--- src/rtl/nic_host_sched.sv ---
// Host-side scheduler for one node's NIC register port: polls NIC status and moves
// packets between the host TX/RX streams and the NIC buffers, alternating RX and TX phases.
module nic_host_sched #(
   parameter int unsigned DATA_W = 64,
   parameter int unsigned RD_LAT = 1,
   parameter int unsigned CNT_W  = 16
) (
   input  logic              clk,
   input  logic              reset,
   input  logic              enable,
   output logic [1:0]        nic_addr,
   output logic [DATA_W-1:0] nic_di,
   input  logic [DATA_W-1:0] nic_do,
   output logic              nic_en,
   output logic              nic_wren,
   input  logic              tx_valid,
   input  logic [DATA_W-1:0] tx_data,
   output logic              tx_ready,
   output logic              rx_valid,
   output logic [DATA_W-1:0] rx_data,
   input  logic              rx_ready,
   output logic [CNT_W-1:0]  tx_cnt,
   output logic [CNT_W-1:0]  rx_cnt,
   output logic              busy
);

   localparam int unsigned       WAIT_W     = 2;
   localparam logic [WAIT_W-1:0] WAIT_LAST  = WAIT_W'(RD_LAT - 1);
   localparam logic [1:0]        A_IN_BUF   = 2'b00;
   localparam logic [1:0]        A_IN_STAT  = 2'b01;
   localparam logic [1:0]        A_OUT_BUF  = 2'b10;
   localparam logic [1:0]        A_OUT_STAT = 2'b11;
   localparam logic              TURN_RX    = 1'b0;
   localparam logic              TURN_TX    = 1'b1;

   typedef enum logic [3:0] {
      S_IDLE, S_POLL_IN, S_WAIT_IN, S_RD_IN, S_WAIT_RD,
      S_RX_HOLD, S_POLL_OUT, S_WAIT_OUT, S_WR_OUT
   } state_e;

   state_e              state_q, state_d;
   logic                turn_q, turn_d;
   logic [WAIT_W-1:0]   wait_q, wait_d;
   logic                wait_done;

   logic [1:0]          nic_addr_q, nic_addr_d;
   logic [DATA_W-1:0]   nic_di_q, nic_di_d;
   logic                nic_en_q, nic_en_d;
   logic                nic_wren_q, nic_wren_d;
   logic                tx_ready_q, tx_ready_d;
   logic                rx_valid_q, rx_valid_d;
   logic [DATA_W-1:0]   rx_data_q, rx_data_d;
   logic [CNT_W-1:0]    tx_cnt_q, tx_cnt_d;
   logic [CNT_W-1:0]    rx_cnt_q, rx_cnt_d;
   logic                busy_q, busy_d;

   assign wait_done = (wait_q == WAIT_LAST);

   // State, fairness token and read-latency counter.
   always_ff @(posedge clk or negedge reset) begin
      if (!reset) begin
         state_q <= S_IDLE;
         turn_q  <= TURN_RX;
         wait_q  <= '0;
      end else begin
         state_q <= state_d;
         turn_q  <= turn_d;
         wait_q  <= wait_d;
      end
   end

   // Next-state: nic_do is sampled only in the last cycle of a WAIT state.
   always_comb begin
      state_d = state_q;
      turn_d  = turn_q;
      wait_d  = '0;
      case (state_q)
         S_IDLE: begin
            if (enable) state_d = (tx_valid && turn_q == TURN_TX) ? S_POLL_OUT : S_POLL_IN;
         end
         S_POLL_IN:  state_d = S_WAIT_IN;
         S_WAIT_IN: begin
            if (!wait_done) begin
               wait_d = wait_q + WAIT_W'(1);
            end else if (nic_do[0]) begin
               state_d = S_RD_IN;
            end else begin
               state_d = S_IDLE;
               turn_d  = TURN_TX;
            end
         end
         S_RD_IN:    state_d = S_WAIT_RD;
         S_WAIT_RD: begin
            if (!wait_done) wait_d = wait_q + WAIT_W'(1);
            else            state_d = S_RX_HOLD;
         end
         S_RX_HOLD: begin
            if (rx_ready) begin
               state_d = S_IDLE;
               turn_d  = TURN_TX;
            end
         end
         S_POLL_OUT: state_d = S_WAIT_OUT;
         S_WAIT_OUT: begin
            if (!wait_done) begin
               wait_d = wait_q + WAIT_W'(1);
            end else if (!nic_do[0] && tx_valid) begin
               state_d = S_WR_OUT;
            end else begin
               state_d = S_IDLE;
               turn_d  = TURN_RX;
            end
         end
         S_WR_OUT: begin
            state_d = S_IDLE;
            turn_d  = TURN_RX;
         end
         default: begin
            state_d = S_IDLE;
            turn_d  = TURN_RX;
         end
      endcase
   end

   // Output next values follow the next state so outputs line up with the state register.
   always_comb begin
      nic_addr_d = '0;
      nic_di_d   = '0;
      nic_en_d   = 1'b0;
      nic_wren_d = 1'b0;
      tx_ready_d = 1'b0;
      rx_valid_d = rx_valid_q;
      rx_data_d  = rx_data_q;
      tx_cnt_d   = tx_cnt_q;
      rx_cnt_d   = rx_cnt_q;
      busy_d     = (state_d != S_IDLE);
      case (state_d)
         S_POLL_IN: begin
            nic_en_d   = 1'b1;
            nic_addr_d = A_IN_STAT;
         end
         S_RD_IN: begin
            nic_en_d   = 1'b1;
            nic_addr_d = A_IN_BUF;
         end
         S_POLL_OUT: begin
            nic_en_d   = 1'b1;
            nic_addr_d = A_OUT_STAT;
         end
         S_WR_OUT: begin
            nic_en_d   = 1'b1;
            nic_wren_d = 1'b1;
            nic_addr_d = A_OUT_BUF;
            nic_di_d   = tx_data;
            tx_ready_d = 1'b1;
         end
         default: ;
      endcase
      if (state_q == S_WAIT_RD && state_d == S_RX_HOLD) begin
         rx_valid_d = 1'b1;
         rx_data_d  = nic_do;
      end
      if (state_q == S_RX_HOLD && state_d == S_IDLE) begin
         rx_valid_d = 1'b0;
         rx_cnt_d   = rx_cnt_q + CNT_W'(1);
      end
      if (state_q == S_WR_OUT) tx_cnt_d = tx_cnt_q + CNT_W'(1);
   end

   // Output registers; reset drops an in-flight access immediately.
   always_ff @(posedge clk or negedge reset) begin
      if (!reset) begin
         nic_addr_q <= '0;
         nic_di_q   <= '0;
         nic_en_q   <= 1'b0;
         nic_wren_q <= 1'b0;
         tx_ready_q <= 1'b0;
         rx_valid_q <= 1'b0;
         rx_data_q  <= '0;
         tx_cnt_q   <= '0;
         rx_cnt_q   <= '0;
         busy_q     <= 1'b0;
      end else begin
         nic_addr_q <= nic_addr_d;
         nic_di_q   <= nic_di_d;
         nic_en_q   <= nic_en_d;
         nic_wren_q <= nic_wren_d;
         tx_ready_q <= tx_ready_d;
         rx_valid_q <= rx_valid_d;
         rx_data_q  <= rx_data_d;
         tx_cnt_q   <= tx_cnt_d;
         rx_cnt_q   <= rx_cnt_d;
         busy_q     <= busy_d;
      end
   end

   assign nic_addr = nic_addr_q;
   assign nic_di   = nic_di_q;
   assign nic_en   = nic_en_q;
   assign nic_wren = nic_wren_q;
   assign tx_ready = tx_ready_q;
   assign rx_valid = rx_valid_q;
   assign rx_data  = rx_data_q;
   assign tx_cnt   = tx_cnt_q;
   assign rx_cnt   = rx_cnt_q;
   assign busy     = busy_q;

endmodule

--- config.mk ---
export PLATFORM = sky130hd
export DESIGN_NAME = nic_host_sched
export DESIGN_NICKNAME = d
export VERILOG_FILES = /design/src/rtl/nic_host_sched.sv
export SDC_FILE = /design/constraint.sdc
export NUM_CORES = 1
export LEC_CHECK = 0
export BUFFER_PORTS_ARGS = -buffer_cell sky130_fd_sc_hd__buf_2
export CAP_MARGIN = 20
export CORE_MARGIN = 2
export CORE_UTILIZATION = 40
export CTS_CLUSTER_DIAMETER = 150
export DETAILED_ROUTE_END_ITERATION = 10
export PLACE_DENSITY_LB_ADDON = 0.1
export SLEW_MARGIN = 25
export SYNTH_ARGS = -nofsm -noshare
export SYNTH_HDL_FRONTEND = slang
export SYNTH_SLANG_ARGS = --single-unit
--- constraint.sdc ---
create_clock -name clk -period 4.5 [get_ports clk]
set_input_delay 0.45 -clock clk [delete_from_list [all_inputs] [get_ports clk]]
set_output_delay 0.45 -clock clk [all_outputs]
set_load 0.1 [all_outputs]
Word level (Yosys, flattened, before mapping)
Index checks and enable logic that the tools add are counted.
{"block": "word_totals", "wordCells": 71, "reg_bits": 173, "out_inout_bits": 167, "inputBits": 133}
{"block": "classes", "bitwise": 1, "n_mux": 23, "n_reduce_logical": 14, "n_eq_ne": 18, "addsub": 3}
{"op": "2-to-1 mux 64 bit", "count": 1}
{"op": "adder 16 x 1 -> 16 bit, second input constant", "count": 2}
{"op": "one-hot mux 4 bit (8 select lines)", "count": 1}
{"op": "equality test 4 x 3 -> 1 bit, second input constant", "count": 6}
{"op": "2-to-1 mux 4 bit", "count": 6}
{"op": "equality test 4 x 2 -> 1 bit, second input constant", "count": 3}
{"op": "inequality test 2 bit, second input constant", "count": 5}
{"op": "2-to-1 mux 1 bit", "count": 9}
{"op": "equality test 4 x 1 -> 1 bit, second input constant", "count": 2}
{"op": "equality test 4 bit, second input constant", "count": 2}
{"op": "zero test 4 bit", "count": 2}
{"op": "2-to-1 mux 2 bit", "count": 3}
{"op": "one-hot mux 2 bit (3 select lines)", "count": 1}
{"op": "AND reduction 6 bit", "count": 1}
{"op": "OR reduction 5 bit", "count": 1}
{"op": "logical AND 1 bit", "count": 4}
{"op": "one-hot mux 1 bit (4 select lines)", "count": 1}
{"op": "nonzero test 4 bit", "count": 1}
{"op": "OR reduction 4 bit", "count": 1}
{"op": "2-to-1 mux 3 bit", "count": 1}
{"op": "OR reduction 3 bit", "count": 1}
{"op": "adder 2 x 1 -> 2 bit, second input constant", "count": 1}
{"op": "zero test 2 bit", "count": 1}
{"op": "nonzero test 2 bit", "count": 1}
{"op": "2 further kinds", "count": 2}

Logic depth before layout (Yosys ltp)
Gate-level depths: netlist of the first run.
{"block": "logic_depth", "word_depth": 9, "depth_mapped": 8, "mapped_depth_nobuf": 6}

Worst setup path before layout of the first run
OpenSTA, ideal clock, no wires.
{"block": "synth_timing", "path_type": "reg-to-reg", "startpoint": "register tx_cnt_q[2] (netlist: tx_cnt[2])", "endpoint": "register tx_cnt_q[15] (netlist: tx_cnt[15])", "setup_time_ps": 158, "path_stages_with_launch": 5, "required_time_ps": 4342, "path_slack_ps": 2341, "arrival_ps": 2002, "path_cell_list": "dfrtp_1 -> nand3_1 -> nor4_4 -> nand4_1 -> xnor2_1"}
{"block": "synth_via", "elab_chain_len": 1}
{"item": "start: declaration", "line_no": "53", "text": "logic [CNT_W-1:0] tx_cnt_q, tx_cnt_d;"}
{"item": "start signal: assignment", "line_no": "191", "text": "tx_cnt_q <= tx_cnt_d;"}
{"item": "adder 16 x 1 -> 16 bit", "line_no": "167", "text": "if (state_q == S_WR_OUT) tx_cnt_d = tx_cnt_q + CNT_W'(1);"}
No other way between the ends.
A chain may end at the register's enable or synchronous reset.

Worst setup path in the final report of the first run
{"block": "layout_timing", "startpoint": "register state_q[2]", "endpoint": "register rx_data_q[0] (netlist: rx_data[0])"}
{"block": "layout_via", "elab_chain_len": 4, "elab_cells_between_ends": 16, "cone_classes": "eq/ne (8); mux (6); reduce/logical (2)"}
{"item": "start: declaration", "line_no": "41", "text": "state_e state_q, state_d;"}
{"item": "start signal: assignment", "line_no": "66", "text": "state_q <= state_d;"}
{"item": "equality test 4 x 3 -> 1 bit (tied with other cells)", "line_no": "77", "text": "case (state_q)"}
{"item": "one-hot mux 4 bit (8 select lines)", "line_no": "77"}
{"item": "equality test 4 x 3 -> 1 bit", "line_no": "159", "text": "if (state_q == S_WAIT_RD && state_d == S_RX_HOLD) begin"}
{"item": "logical AND 1 bit (*)", "line_no": "159"}
{"item": "end signal: assignment", "line_no": "190", "text": "rx_data_q <= rx_data_d;"}
{"item": "end: declaration", "line_no": "52", "text": "logic [DATA_W-1:0] rx_data_q, rx_data_d;"}
Mark *: on every way between the ends. The rest lies on a longest branch, timed or not.

==> impl_metrics.prom, run 1 <==
# TYPE chip_impl_metric gauge
chip_impl_info{name="endpoint_kind",value="flop"} 1
chip_impl_metric{name="core",unit="um2"} 16400
chip_impl_metric{name="postCtsSetupBuffers",unit=""} 0
chip_impl_metric{name="preCtsSetupSlack",unit="ns"} 1.97
chip_impl_metric{name="net-switching-power",unit="uW"} 3820
chip_impl_info{name="start_kind",value="flop"} 1
chip_impl_metric{name="post_drt_wl_per_cell",unit="um"} 14.2
chip_impl_info{name="synth_top_flop_cell",value="dfrtp_1"} 1
chip_impl_metric{name="grt_overflow_total",unit=""} 0
chip_impl_metric{name="fp.dieArea",unit="um2"} 17600
chip_impl_info{name="tritoncts_clock_tree",value="done"} 1
chip_impl_info{name="outcome",value="completed"} 1
chip_impl_metric{name="parity_gate_share_of_the_synthesized_area_counting_xor_and_xnor_cells",unit="%"} 4.10
chip_impl_metric{name="gp_congestion",unit=""} 0.767
chip_impl_metric{name="nNetsFinal",unit=""} 1032
chip_impl_metric{name="synth_fa_ha_area_share",unit="%"} 0.944
chip_impl_metric{name="report.final.setup_viol",unit=""} 0
chip_impl_metric{name="grt_pass1_vias",unit=""} 5124
chip_impl_metric{name="post_cts_hold_buffer_count",unit=""} 0
chip_impl_metric{name="static-leakage-power",unit="uW"} 0.00509
chip_impl_metric{name="cts_buffers",unit=""} 17
chip_impl_metric{name="dr.first_iter.drc_count",unit=""} 143
chip_impl_metric{name="finalCriticalPeriod",unit="ns"} 2.60
chip_impl_metric{name="worst_pin_slew",unit="ns"} 0.720
chip_impl_metric{name="power_frac_seq",unit="%"} 29.6
chip_impl_metric{name="yosys_register_bits",unit=""} 173
chip_impl_metric{name="final_cell_area",unit="um2"} 8910
chip_impl_metric{name="design.portCount",unit=""} 300
chip_impl_metric{name="critical_path_required",unit="ns"} 4.80
chip_impl_metric{name="drv_slew",unit=""} 0
chip_impl_metric{name="avgSynthCellArea",unit="um2"} 11.0
chip_impl_metric{name="synth_compound_area_share",unit="%"} 1.34
chip_impl_metric{name="final.period_utilization",unit="%"} 57.7
chip_impl_metric{name="ant_diodes",unit=""} 0
chip_impl_info{name="critical_path.cell_chain",value="nor2b_1 > nand3_2 > buf_4 > mux2_2"} 1
chip_impl_info{name="leading_cell_types_in_the_layout_fill_and_taps_excluded",value="buf_2 (298), nand2_1 (204), dfrtp_1 (173)"} 1
chip_impl_metric{name="utilization",unit="%"} 54.3
chip_impl_metric{name="p_sw_share",unit="%"} 53.4
chip_impl_metric{name="synth_edf_count",unit=""} 0
chip_impl_metric{name="worst_slack",unit="ns"} 1.90
chip_impl_metric{name="floorplan.die.height",unit="um"} 133
chip_impl_metric{name="global_route_wire_length_before_repair",unit="um"} 25400
chip_impl_metric{name="final_layout_setup_total_negative_slack",unit="ns"} 0
chip_impl_metric{name="drc",unit=""} 0
chip_impl_metric{name="cp_data_arrival_time",unit="ns"} 2.89
chip_impl_info{name="critical_path.slowest_cell",value="dfrtp_1"} 1
chip_impl_info{name="crit_family",value="simple AND/OR/NAND/NOR gates"} 1
chip_impl_metric{name="cts-root-to-sink-buffers",unit=""} 2
chip_impl_metric{name="start_util",unit="%"} 40.4
chip_impl_metric{name="detailroute.via_count",unit=""} 5173
chip_impl_metric{name="postSynthNetCount",unit=""} 742
chip_impl_metric{name="synth-seq-area-share",unit="%"} 65.3
chip_impl_info{name="setup_repair_after_global_routing_missed_its_margin",value="false"} 1
chip_impl_metric{name="antenna_violating_nets_post_route",unit=""} 0
chip_impl_metric{name="area_delta_synth_final",unit="%"} 34.5
chip_impl_metric{name="initial_antenna_violation_count",unit=""} 0
chip_impl_metric{name="synthArstFlopShare",unit="%"} 100
chip_impl_metric{name="placement.io_buffers",unit=""} 299
chip_impl_metric{name="post_route_cells_drive_above_1_share",unit="%"} 37.6
chip_impl_metric{name="timing.critical_path.fanout_max",unit=""} 39
chip_impl_metric{name="report.final.hold_viol_count",unit=""} 0
chip_impl_metric{name="drt_pass1_iterations",unit=""} 5
chip_impl_metric{name="yosys.area_share.simple",unit="%"} 25.5
chip_impl_metric{name="synth_cell_type_count",unit=""} 47
chip_impl_metric{name="ratio_of_routed_vias_to_standard_cells",unit=""} 4.59
chip_impl_metric{name="drt_wl_total",unit="um"} 15900
chip_impl_info{name="synth_top_family_by_area",value="simple AND/OR/NAND/NOR gates"} 1
chip_impl_metric{name="p_total",unit="uW"} 7160
chip_impl_metric{name="slew-limit-headroom",unit="%"} 52.0
chip_impl_metric{name="clock_insertion_delay_worst_skew",unit="ns"} 0.42
chip_impl_metric{name="rows",unit=""} 47
chip_impl_metric{name="synth.yosys.warnings",unit=""} 0
chip_impl_metric{name="power_report.internal_total",unit="uW"} 3340
chip_impl_metric{name="grt_start_max_net_pins",unit=""} 97
chip_impl_metric{name="dpl.hpwl",unit="um"} 11400
chip_impl_info{name="final_common_cell",value="buf_2"} 1
chip_impl_metric{name="drv.max_cap_violation_count",unit=""} 0
chip_impl_info{name="hp-class",value="primary input to asynchronous set/reset pin"} 1
chip_impl_info{name="critical_path_class",value="flop to flop"} 1
chip_impl_metric{name="share_of_synthesized_area_spent_on_multiplexers",unit="%"} 0.340
chip_impl_metric{name="syn_area",unit="um2"} 6630
chip_impl_metric{name="cts.reportedPaths.clkPinSlew",unit="ns"} 0.06
chip_impl_metric{name="p_clk_share",unit="%"} 21.1
chip_impl_metric{name="worst_setup_skew_after_layout",unit="ns"} 0.00822
chip_impl_metric{name="h_tree_depth",unit=""} 4
chip_impl_metric{name="cts.repair.resized",unit=""} 0
chip_impl_metric{name="numClockSinks",unit=""} 173
chip_impl_metric{name="critical_path.n_buffers_inverters",unit=""} 1
chip_impl_metric{name="syn_inst",unit=""} 604
chip_impl_metric{name="clock.fmax",unit="GHz"} 0.385
chip_impl_metric{name="reg2regPathDepth",unit=""} 4
chip_impl_info{name="root_buffer",value="clkbuf_16"} 1
chip_impl_metric{name="worst_path_largest_cell_delay",unit="ns"} 0.68
chip_impl_metric{name="global_routing_usage_summed_across_all_routing_layers",unit="%"} 18.2
chip_impl_metric{name="overall_die_width",unit="um"} 133
chip_impl_metric{name="dpl_cell_area",unit="um2"} 8300
chip_impl_metric{name="worst_vdd_drop",unit="mV"} 0.639
chip_impl_metric{name="p_comb_share",unit="%"} 49.2
chip_impl_metric{name="path_depth",unit=""} 4
chip_impl_metric{name="pd_cells",unit="nW/um2"} 803
-- flip-flops by register name (all words and copies together) (netlist names) --
signal	flops
nic_di	64
rx_data	64
rx_cnt	16
tx_cnt	16
state_q	4
nic_addr	2
wait_q	2
busy	1
nic_en	1
rx_valid	1
turn_q	1
tx_ready	1
-- power by group through the flow --
| stage | registers, uW | clock network, uW | logic, uW |
|---|---|---|---|
| 5_1_grt | 2170 | 1620 | 3670 |
| 4_1_cts | 2120 | 1560 | 3550 |
| 6_report | 2120 | 1510 | 3520 |
| 3_5_place_dp | 2150 | 0 | 3540 |
| 2_1_floorplan | 4450 | 0 | 630 |
| 3_3_place_gp | 2130 | 0 | 3500 |
-- Yosys cell counts, types with 2 or more instances --
cell type,instances,area [um2]
nor4bb_1,2,20.0
nor2_1,9,33.8
xor2_1,12,105
and3_1,4,25.0
nand2_1,204,766
and2_1,66,413
o211ai_1,2,15.0
dfrtp_1,173,4330
nor3b_1,4,30.0
o21ai_0,2,10.0
nand4_1,12,75.1
buf_6,2,22.5
nand3b_1,2,15.0
nand3_1,15,75.1
a21oi_1,2,10.0
or4b_4,2,27.5
inv_1,6,22.5
a211oi_1,2,15.0
mux2_2,2,22.5
xnor2_1,19,166
nand4bb_1,2,22.5
nor3_1,4,20.0
buf_2,6,30.0
ha_1,5,62.6
and4_1,4,35.0
clkbuf_1,18,67.6
buf_1,3,11.3
-- layer usage --
layer | global-route usage, % | up-vias | wire (um)
met5 | 0 | - | 0
met3 | 6.93 | 42 | 1430
met4 | 9.08 | 0 | 514
met2 | 29.1 | 218 | 7700
li1 | - | 2504 | -
met1 | 21.5 | 2409 | 6300
-- final timing paths --
kind / end / startpoint / slack [ns]
min: nic_di[28] / reset / 0.04
min reg2reg: rx_cnt[15] / rx_cnt[15] / 0.46
max in group asynchronous: rx_data[63] / reset / 3.45
max reg2reg: rx_data[0] / state_q[2] / 1.90
max: rx_data[0] / state_q[2] / 1.90
min in group clk: rx_data[29] / nic_do[29] / 0.22
-- logic make-up (layout without fill, tap and decap cells) --
kind of cell,Yosys count,in the layout
AND/OR/NAND/NOR,344,344
flip-flops,173,173
buffers and inverters,36,338
XOR/XNOR,31,31
AO/OA/AOI/OAI,13,13
adder cells (fa/ha/maj),5,5
multiplexers,2,2
-- area by class of cell --
class / instances / area [um2]
Clock inverter: 9 / 135
Sequential cell: 173 / 4330
Inverter: 6 / 22.5
Timing Repair Buffer: 301 / 1530
Fill cell: 1485 / 7490
Clock buffer: 22 / 474
Multi-Input combinational cell: 395 / 2150
Tap cell: 220 / 275
-- metrics by stage --
step                hold WS [ns]  cells
finish                    0.0431   1126
CTS                       0.0660   1126
global placement           0.452   1095
detailed placement         0.456   1095
floorplan                  0.154    604
global route              0.0974   1126
-- worst reg2reg max path, delay by kind of cell, from the launching register on --
kind                   cells  cell delay, ns
buffers and inverters      1            0.47
DFF                        1            0.68
muxes                      1            0.32
and+or+nand+nor            2            1.02
Power figures use the tool's default switching activity.
==> run 2, diff against run 1 <==
--- a/config.mk
+++ b/config.mk
@@ -5,6 +5,7 @@
 export SDC_FILE = /design/constraint.sdc
 export NUM_CORES = 1
 export LEC_CHECK = 0
+export ABC_AREA = 1
 export BUFFER_PORTS_ARGS = -buffer_cell sky130_fd_sc_hd__buf_2
 export CAP_MARGIN = 20
 export CORE_MARGIN = 2
==> constraint.sdc (replaced) <==
create_clock -name clk -period 2.65 [get_ports clk]
set_input_delay 0.265 -clock clk [delete_from_list [all_inputs] [get_ports clk]]
set_output_delay 0.265 -clock clk [all_outputs]
set_load 0.1 [all_outputs]
==> impl_metrics.prom, run 2 <==
# TYPE chip_impl_metric gauge
chip_impl_metric{name="worst_pin_slew",unit="ns"} 0.705
chip_impl_metric{name="start_util",unit="%"} 40.7
chip_impl_metric{name="synth_fa_ha_area_share",unit="%"} 0.895
chip_impl_metric{name="worst_slack",unit="ns"} 0.650
chip_impl_info{name="setup_repair_after_global_routing_missed_its_margin",value="false"} 1
chip_impl_info{name="rr_endpoint",value="rx_cnt[3]"} 1
chip_impl_info{name="netlist_top_cells_area",value="dfrtp_1 (62%), nand2_1 (15%), inv_1 (5.4%)"} 1
chip_impl_metric{name="setup.reg_to_reg.worst_slack",unit="ns"} 0.65
chip_impl_metric{name="final_layout_setup_total_negative_slack",unit="ns"} 0
chip_impl_metric{name="synth_cell_type_count",unit=""} 29
chip_impl_metric{name="fp.dieArea",unit="um2"} 18500
chip_impl_metric{name="timing.critical_path.fanout_max",unit=""} 18
chip_impl_metric{name="grt_start_max_net_pins",unit=""} 76
chip_impl_metric{name="synth-seq-area-share",unit="%"} 61.9
chip_impl_metric{name="p_total",unit="uW"} 12600
chip_impl_info{name="yosys.cell_count.top_type",value="nand2_1"} 1
chip_impl_metric{name="dr.first_iter.drc_count",unit=""} 414
chip_impl_metric{name="overall_die_width",unit="um"} 136
chip_impl_metric{name="floorplan.die.height",unit="um"} 136
chip_impl_metric{name="nNetsFinal",unit=""} 1220
chip_impl_metric{name="area_delta_synth_final",unit="%"} 34.1
chip_impl_metric{name="drt_wl_total",unit="um"} 17500
chip_impl_metric{name="worst_vdd_drop",unit="mV"} 0.874
chip_impl_info{name="root_buffer",value="clkbuf_16"} 1
chip_impl_metric{name="global_routing_usage_summed_across_all_routing_layers",unit="%"} 19.1
chip_impl_metric{name="syn_inst",unit=""} 781
chip_impl_metric{name="p_comb_share",unit="%"} 52.1
chip_impl_metric{name="postCtsSetupBuffers",unit=""} 0
chip_impl_info{name="origin_of_the_critical_flop_to_flop_path",value="wait_q[0]"} 1
chip_impl_metric{name="place.detailed.instances",unit=""} 1287
chip_impl_info{name="synth_top_family_by_area",value="simple AND/OR/NAND/NOR gates"} 1
chip_impl_metric{name="whs_path_depth",unit=""} 3
chip_impl_info{name="worst_hold_path.endpoint",value="rx_data[43]"} 1
chip_impl_metric{name="synth_top_area_share",unit="%"} 61.9
chip_impl_metric{name="critical_path_required",unit="ns"} 2.95
chip_impl_metric{name="fin_cells",unit=""} 1320
chip_impl_metric{name="core",unit="um2"} 17200
chip_impl_metric{name="clock.fmax",unit="GHz"} 0.500
chip_impl_metric{name="yosys_register_bits",unit=""} 173
chip_impl_metric{name="static-leakage-power",unit="uW"} 0.00576
chip_impl_info{name="outcome",value="completed"} 1
chip_impl_metric{name="p_sw_share",unit="%"} 55.0
chip_impl_metric{name="synth_edf_count",unit=""} 0
chip_impl_metric{name="design.portCount",unit=""} 300
chip_impl_metric{name="pd_cells",unit="nW/um2"} 1340
chip_impl_metric{name="finalCriticalPeriod",unit="ns"} 2.00
chip_impl_metric{name="clock_insertion_delay_worst_skew",unit="ns"} 0.42
chip_impl_metric{name="dpl.hpwl",unit="um"} 12400
chip_impl_info{name="hp-class",value="primary input to flop"} 1
chip_impl_metric{name="cts.reportedPaths.clkPinSlew",unit="ns"} 0.07
chip_impl_metric{name="post_drt_wl_per_cell",unit="um"} 13.2
chip_impl_metric{name="avgSynthCellArea",unit="um2"} 8.95
chip_impl_metric{name="grt_pass1_vias",unit=""} 5597
chip_impl_metric{name="final.period_utilization",unit="%"} 75.5
chip_impl_metric{name="worst_setup_skew_after_layout",unit="ns"} 0.00890
chip_impl_metric{name="net-switching-power",unit="uW"} 6920
chip_impl_metric{name="preCtsSetupSlack",unit="ns"} 0.647
chip_impl_metric{name="parity_gate_share_of_the_synthesized_area_counting_xor_and_xnor_cells",unit="%"} 3.13
chip_impl_info{name="critical_path_class",value="flop to flop"} 1
chip_impl_metric{name="ratio_of_routed_vias_to_standard_cells",unit=""} 4.38
chip_impl_metric{name="synth.yosys.warnings",unit=""} 0
chip_impl_info{name="synth_top_flop_cell",value="dfrtp_1"} 1
chip_impl_metric{name="reg2regPathDepth",unit=""} 10
chip_impl_metric{name="synth_compound_area_share",unit="%"} 0.627
chip_impl_info{name="synthDominantAreaCellType",value="dfrtp_1"} 1
chip_impl_metric{name="h_tree_depth",unit=""} 4
chip_impl_metric{name="cp_data_arrival_time",unit="ns"} 2.30
chip_impl_info{name="tritoncts_clock_tree",value="done"} 1
chip_impl_metric{name="antenna_violating_nets_post_route",unit=""} 0
chip_impl_metric{name="syn_area",unit="um2"} 6990
chip_impl_metric{name="slew-limit-headroom",unit="%"} 53.0
chip_impl_info{name="endpoint_kind",value="flop"} 1
chip_impl_info{name="synth_commonest_cells",value="nand2_1 (282), dfrtp_1 (173), inv_1 (101), nor2_1 (98), nand4_1 (20)"} 1
chip_impl_metric{name="rows",unit=""} 48
chip_impl_metric{name="report.final.setup_viol",unit=""} 0
chip_impl_metric{name="gp_congestion",unit=""} 0.883
chip_impl_metric{name="detailroute.via_count",unit=""} 5781
chip_impl_metric{name="report.final.hold_viol_count",unit=""} 0
chip_impl_metric{name="drv.max_cap_violation_count",unit=""} 0
chip_impl_metric{name="initial_antenna_violation_count",unit=""} 2
chip_impl_metric{name="utilization",unit="%"} 54.6
chip_impl_info{name="timing.hold.worst.start",value="nic_do[43]"} 1
chip_impl_metric{name="grt_overflow_total",unit=""} 0
chip_impl_info{name="leading_cell_types_in_the_layout_fill_and_taps_excluded",value="buf_2 (298), nand2_1 (282), dfrtp_1 (173)"} 1
chip_impl_metric{name="numClockSinks",unit=""} 173
chip_impl_info{name="start_kind",value="flop"} 1
chip_impl_metric{name="p_clk_share",unit="%"} 19.9
chip_impl_metric{name="drc",unit=""} 0
chip_impl_metric{name="power_frac_seq",unit="%"} 28.1
chip_impl_metric{name="cts-root-to-sink-buffers",unit=""} 2
chip_impl_metric{name="postSynthNetCount",unit=""} 919
chip_impl_info{name="final_common_cell",value="buf_2"} 1
chip_impl_metric{name="share_of_synthesized_area_spent_on_multiplexers",unit="%"} 0.161
chip_impl_metric{name="yosys.area_share.simple",unit="%"} 25.9
chip_impl_metric{name="placement.io_buffers",unit=""} 299
chip_impl_metric{name="post_route_cells_drive_above_1_share",unit="%"} 32.7
chip_impl_metric{name="power_report.internal_total",unit="uW"} 5660
chip_impl_metric{name="drt_pass1_iterations",unit=""} 4
chip_impl_metric{name="cts_buffers",unit=""} 17
chip_impl_metric{name="global_route_wire_length_before_repair",unit="um"} 27300
chip_impl_metric{name="synthArstFlopShare",unit="%"} 100
chip_impl_metric{name="drv_slew",unit=""} 0
run 2: cell count changes after synthesis, sizes merged, moves of 7 or more:
| cell | previous run | this run |
|---|---|---|
| inv | 6 | 105 |
| nor2 | 9 | 106 |
| nand2 | 204 | 284 |
| and2 | 66 | 0 |
| xnor2 | 19 | 6 |
| nand4 | 12 | 20 |
| xor2 | 12 | 19 |
run 2: worst max-delay path by stage:
stage / startpoint / endpoint / cells after the start
final: wait_q[0] / rx_cnt[3] / 10
after global routing: state_q[3] / nic_di[15] / 6
after CTS: wait_q[0] / rx_cnt[15] / 10
after detailed placement: state_q[3] / nic_di[38] / 6
after global placement: wait_q[0] / rx_cnt[6] / 10
after floorplan: tx_cnt[1] / tx_cnt[14] / 7
run 2: cells by family (layout without fill, tap and decap cells):
family	Yosys count	count (layout)
DFF	173	173
buffers and inverters	131	444
other	0	1
and+or+nand+nor	438	438
AOI/OAI and AO/OA	8	8
xor gates and xnor gates	25	25
muxes	1	1
adders and majority gates	5	5
run 2: cell type report:
cell class / instances / area, um2
multi-input combinational: 477 / 2150
sequential: 173 / 4330
antenna: 1 / 2.50
tap: 225 / 282
fill: 1645 / 7810
timing repair buffer: 307 / 1620
inverter: 106 / 398
clock buffer: 20 / 457
clock inverter: 11 / 133
run 2: worst max-delay path, stage by stage (launching register included):
cell and delay [ns]:
dfrtp_1 0.35, inv_1 0.10, ha_1 0.20, inv_1 0.08, nand3_1 0.11, nand2_1 0.06
nand3b_2 0.26, nor2_8 0.28, nand3_4 0.26, nand2_1 0.12, nand2_1 0.06
run 2: through the flow:
stage               instance area, um2  hold WS, ns
floorplan                         6990      -0.0306
global placement                  8770        0.353
detailed placement                8770        0.354
CTS                               9370       0.0138
global route                      9370       0.0229
finish                            9370       0.0358
run 2: power groups by stage:
| stage | logic [uW] | registers (uW) | clock network [uW] |
|---|---|---|---|
| floorplan | 1370 | 7580 | 0 |
| global placement | 6570 | 3570 | 0 |
| detailed placement | 6590 | 3570 | 0 |
| CTS | 6600 | 3530 | 2580 |
| global route | 6910 | 3600 | 2670 |
| finish | 6550 | 3530 | 2500 |
run 2: layer usage:
metal  wire length, um  track usage [%]  up-vias
li1                  -                -     2926
met1              7410             23.7     2604
met2              8110             30.5      227
met3              1680             7.49       22
met4               272             6.19        2
met5                10                0        -
run 2: timing repair:
item / in CTS / in global routing
resized for setup: 0 / 0
endpoints found under the setup margin: 0 / 0
endpoints found under the hold margin: 73 / 0
hold buffers: 1 / 0
==> run 3, diff against run 2 <==
==> constraint.sdc (replaced) <==
create_clock -name clk -period 1.8 [get_ports clk]
set_input_delay 0.18 -clock clk [delete_from_list [all_inputs] [get_ports clk]]
set_output_delay 0.18 -clock clk [all_outputs]
set_load 0.1 [all_outputs]
==> impl_metrics.prom, run 3 (synthesized netlist as in run 2, its figures left out) <==
# TYPE chip_impl_metric gauge
chip_impl_info{name="grt.busiest_layer",value="met2"} 1
chip_impl_metric{name="timing.critical_path.fanout_max",unit=""} 8
chip_impl_info{name="endpoint_kind",value="flop"} 1
chip_impl_metric{name="antenna_violating_nets_post_route",unit=""} 0
chip_impl_metric{name="cts_buffers",unit=""} 17
chip_impl_metric{name="h_tree_depth",unit=""} 4
chip_impl_metric{name="net-switching-power",unit="uW"} 10500
chip_impl_metric{name="start_util",unit="%"} 40.7
chip_impl_metric{name="p_clk_share",unit="%"} 17.5
chip_impl_metric{name="clock.fmax",unit="GHz"} 0.558
chip_impl_metric{name="power_report.internal_total",unit="uW"} 8640
chip_impl_info{name="timing.hold.worst.start",value="tx_data[36]"} 1
chip_impl_metric{name="slew-limit-headroom",unit="%"} 65.5
chip_impl_metric{name="drt_pass1_iterations",unit=""} 5
chip_impl_metric{name="holdWs",unit="ns"} 0.0224
chip_impl_metric{name="pd_cells",unit="nW/um2"} 1760
chip_impl_metric{name="grt_overflow_total",unit=""} 0
chip_impl_info{name="setup_repair_after_global_routing_missed_its_margin",value="true"} 1
chip_impl_info{name="crit_family",value="simple AND/OR/NAND/NOR gates"} 1
chip_impl_info{name="tritoncts_clock_tree",value="done"} 1
chip_impl_metric{name="area_delta_synth_final",unit="%"} 55.4
chip_impl_metric{name="cts.reportedPaths.clkPinSlew",unit="ns"} 0.07
chip_impl_metric{name="critical_path_required",unit="ns"} 2.10
chip_impl_metric{name="finalCriticalPeriod",unit="ns"} 1.79
chip_impl_metric{name="overall_die_width",unit="um"} 136
chip_impl_info{name="leading_cell_types_in_the_layout_fill_and_taps_excluded",value="buf_2 (298), nand2_1 (281), dfrtp_1 (150)"} 1
chip_impl_metric{name="global_route_wire_length_before_repair",unit="um"} 30600
chip_impl_metric{name="critical_path.n_buffers_inverters",unit=""} 4
chip_impl_info{name="outcome",value="completed"} 1
chip_impl_metric{name="nNetsFinal",unit=""} 1364
chip_impl_metric{name="report.final.hold_viol_count",unit=""} 0
chip_impl_metric{name="met3_layer_usage_reported_by_global_route",unit="%"} 7.83
chip_impl_metric{name="worst_setup_skew_after_layout",unit="ns"} 0.0164
chip_impl_metric{name="drt_wl_total",unit="um"} 20000
chip_impl_metric{name="worst_pin_slew",unit="ns"} 0.521
chip_impl_metric{name="final_cell_area",unit="um2"} 10900
chip_impl_metric{name="setup.reg_to_reg.worst_slack",unit="ns"} 0.006
chip_impl_metric{name="grtUsageMet1",unit="%"} 25.2
chip_impl_metric{name="worst_path_largest_cell_delay",unit="ns"} 0.41
chip_impl_metric{name="dpl_cell_area",unit="um2"} 8890
chip_impl_metric{name="reg2regPathDepth",unit=""} 10
chip_impl_metric{name="post_route_cells_drive_above_1_share",unit="%"} 32.7
chip_impl_metric{name="design.portCount",unit=""} 300
chip_impl_metric{name="initial_antenna_violation_count",unit=""} 0
chip_impl_metric{name="post_drt_wl_per_cell",unit="um"} 13.7
chip_impl_metric{name="dr.first_iter.drc_count",unit=""} 312
chip_impl_metric{name="fp.dieArea",unit="um2"} 18500
chip_impl_metric{name="cp_data_arrival_time",unit="ns"} 2.10
chip_impl_info{name="hp-class",value="primary input to flop"} 1
chip_impl_metric{name="combined_flip_flop_and_latch_cell_area",unit="um2"} 4360
chip_impl_metric{name="grt_pass1_vias",unit=""} 6305
chip_impl_info{name="worst_hold_path.endpoint",value="nic_di[36]"} 1
chip_impl_metric{name="report.final.setup_viol",unit=""} 0
chip_impl_metric{name="drc",unit=""} 0
chip_impl_info{name="critical_path_class",value="flop to flop"} 1
chip_impl_info{name="final_common_cell",value="buf_2"} 1
chip_impl_metric{name="cts-root-to-sink-buffers",unit=""} 2
chip_impl_metric{name="whs_path_depth",unit=""} 3
chip_impl_metric{name="rows",unit=""} 48
chip_impl_metric{name="power_frac_seq",unit="%"} 27.5
chip_impl_metric{name="grt_start_max_net_pins",unit=""} 47
chip_impl_metric{name="final.period_utilization",unit="%"} 99.6
chip_impl_metric{name="drv_slew",unit=""} 0
chip_impl_metric{name="floorplan.die.height",unit="um"} 136
chip_impl_metric{name="clock_insertion_delay_worst_skew",unit="ns"} 0.42
chip_impl_info{name="root_buffer",value="clkbuf_16"} 1
chip_impl_metric{name="static-leakage-power",unit="uW"} 0.00633
chip_impl_metric{name="numClockSinks",unit=""} 173
chip_impl_info{name="rr_endpoint",value="rx_cnt[1]"} 1
chip_impl_metric{name="placement.io_buffers",unit=""} 299
chip_impl_metric{name="p_sw_share",unit="%"} 54.8
chip_impl_metric{name="gp_congestion",unit=""} 0.840
chip_impl_metric{name="core",unit="um2"} 17200
chip_impl_metric{name="dpl.hpwl",unit="um"} 13100
chip_impl_metric{name="ant_diodes",unit=""} 0
chip_impl_metric{name="drv.max_cap_violation_count",unit=""} 0
chip_impl_metric{name="worst_vdd_drop",unit="mV"} 1.34
chip_impl_metric{name="ratio_of_routed_vias_to_standard_cells",unit=""} 4.43
chip_impl_metric{name="global_routing_usage_summed_across_all_routing_layers",unit="%"} 21.2
chip_impl_metric{name="p_comb_share",unit="%"} 55.1
chip_impl_info{name="origin_of_the_critical_flop_to_flop_path",value="state_q[2]"} 1
chip_impl_info{name="start_kind",value="flop"} 1
chip_impl_info{name="critical_path.slowest_cell",value="dfrtp_1"} 1
chip_impl_metric{name="multiInputGateArea",unit="um2"} 2220
chip_impl_metric{name="detailroute.via_count",unit=""} 6474
chip_impl_metric{name="use_met2",unit="%"} 35.8
chip_impl_metric{name="number_of_fill_cells",unit=""} 1423
chip_impl_metric{name="utilization",unit="%"} 63.2
chip_impl_info{name="critical_path.cell_chain",value="inv_2 > nor2_4 > nand4_1 > nor2_2 > buf_4 > nor2_4 > buf_12 > clkbuf_16 > nand4_1 > nand2_1"} 1
run 3: cell types whose count changed in the layout (fill, tap and decap cells not counted), sizes merged:
cell | before | now
nor2 | 106 | 107
diode | 1 | 0
bufinv | 2 | 0
buf | 306 | 320
clkinv | 4 | 9
dlygate4sd3 | 1 | 127
inv | 109 | 107
nand3 | 20 | 22
run 3: worst register-to-register path: cells and delay by family (launching register included):
family,cells,cell delay (ns)
buffers and inverters,4,0.55
DFF,1,0.41
and+or+nand+nor,6,0.73
run 3: how the worst max path moves through the flow:
stage          slack [ns]  cells past startpoint       start    endpoint
2_1_floorplan       0.003                      7   tx_cnt[6]  tx_cnt[15]
4_1_cts              0.04                     10   wait_q[0]   rx_cnt[3]
6_report            0.006                     10  state_q[2]   rx_cnt[1]
3_3_place_gp          0.1                     10   wait_q[0]  rx_cnt[13]
5_1_grt             -0.07                     10  state_q[2]   rx_cnt[1]
3_5_place_dp         0.05                     10   wait_q[0]   rx_cnt[3]
run 3: power groups by stage:
stage                     sequential (uW)  clock (uW)  combinational, uW
after floorplan                     11200           0               2010
after global placement               5280           0               9750
after detailed placement             5280           0               9800
after CTS                            5230        3460              10000
after global routing                 5350        3610              11000
final                                5250        3340              10500
run 3: cell type report:
cell class / count / area share, %
Sequential cell: 173 / 40.2
Timing Repair Buffer: 448 / 28.2
Multi-Input combinational cell: 480 / 20.5
Clock buffer: 19 / 4.08
Inverter: 106 / 3.66
Tap cell: 225 / 2.59
Clock inverter: 12 / 0.841
run 3: stage by stage:
stage          setup TNS (ns)  total power, uW  setup WS, ns  std cells
2_1_floorplan               0            13200       0.00254        781
3_3_place_gp                0            15000        0.0970       1298
3_5_place_dp                0            15100        0.0534       1298
4_1_cts                     0            18700        0.0365       1456
5_1_grt                 -1.03            20000       -0.0676       1463
6_report                    0            19100       0.00646       1463
run 3: per-layer routing:
layer | part of all wire, % | wire [um]
met4 | 2.2 | 441
met5 | 0 | 0
met1 | 41 | 8200
met3 | 8.5 | 1700
met2 | 48 | 9690
run 3: what timing repair did:
action / in CTS / in global routing
hold buffers: 127 / 0
resized for setup: 0 / 20
buffers inserted: 0 / 3
endpoints found under the hold margin: 168 / 0
endpoints found under the setup margin: 0 / 45
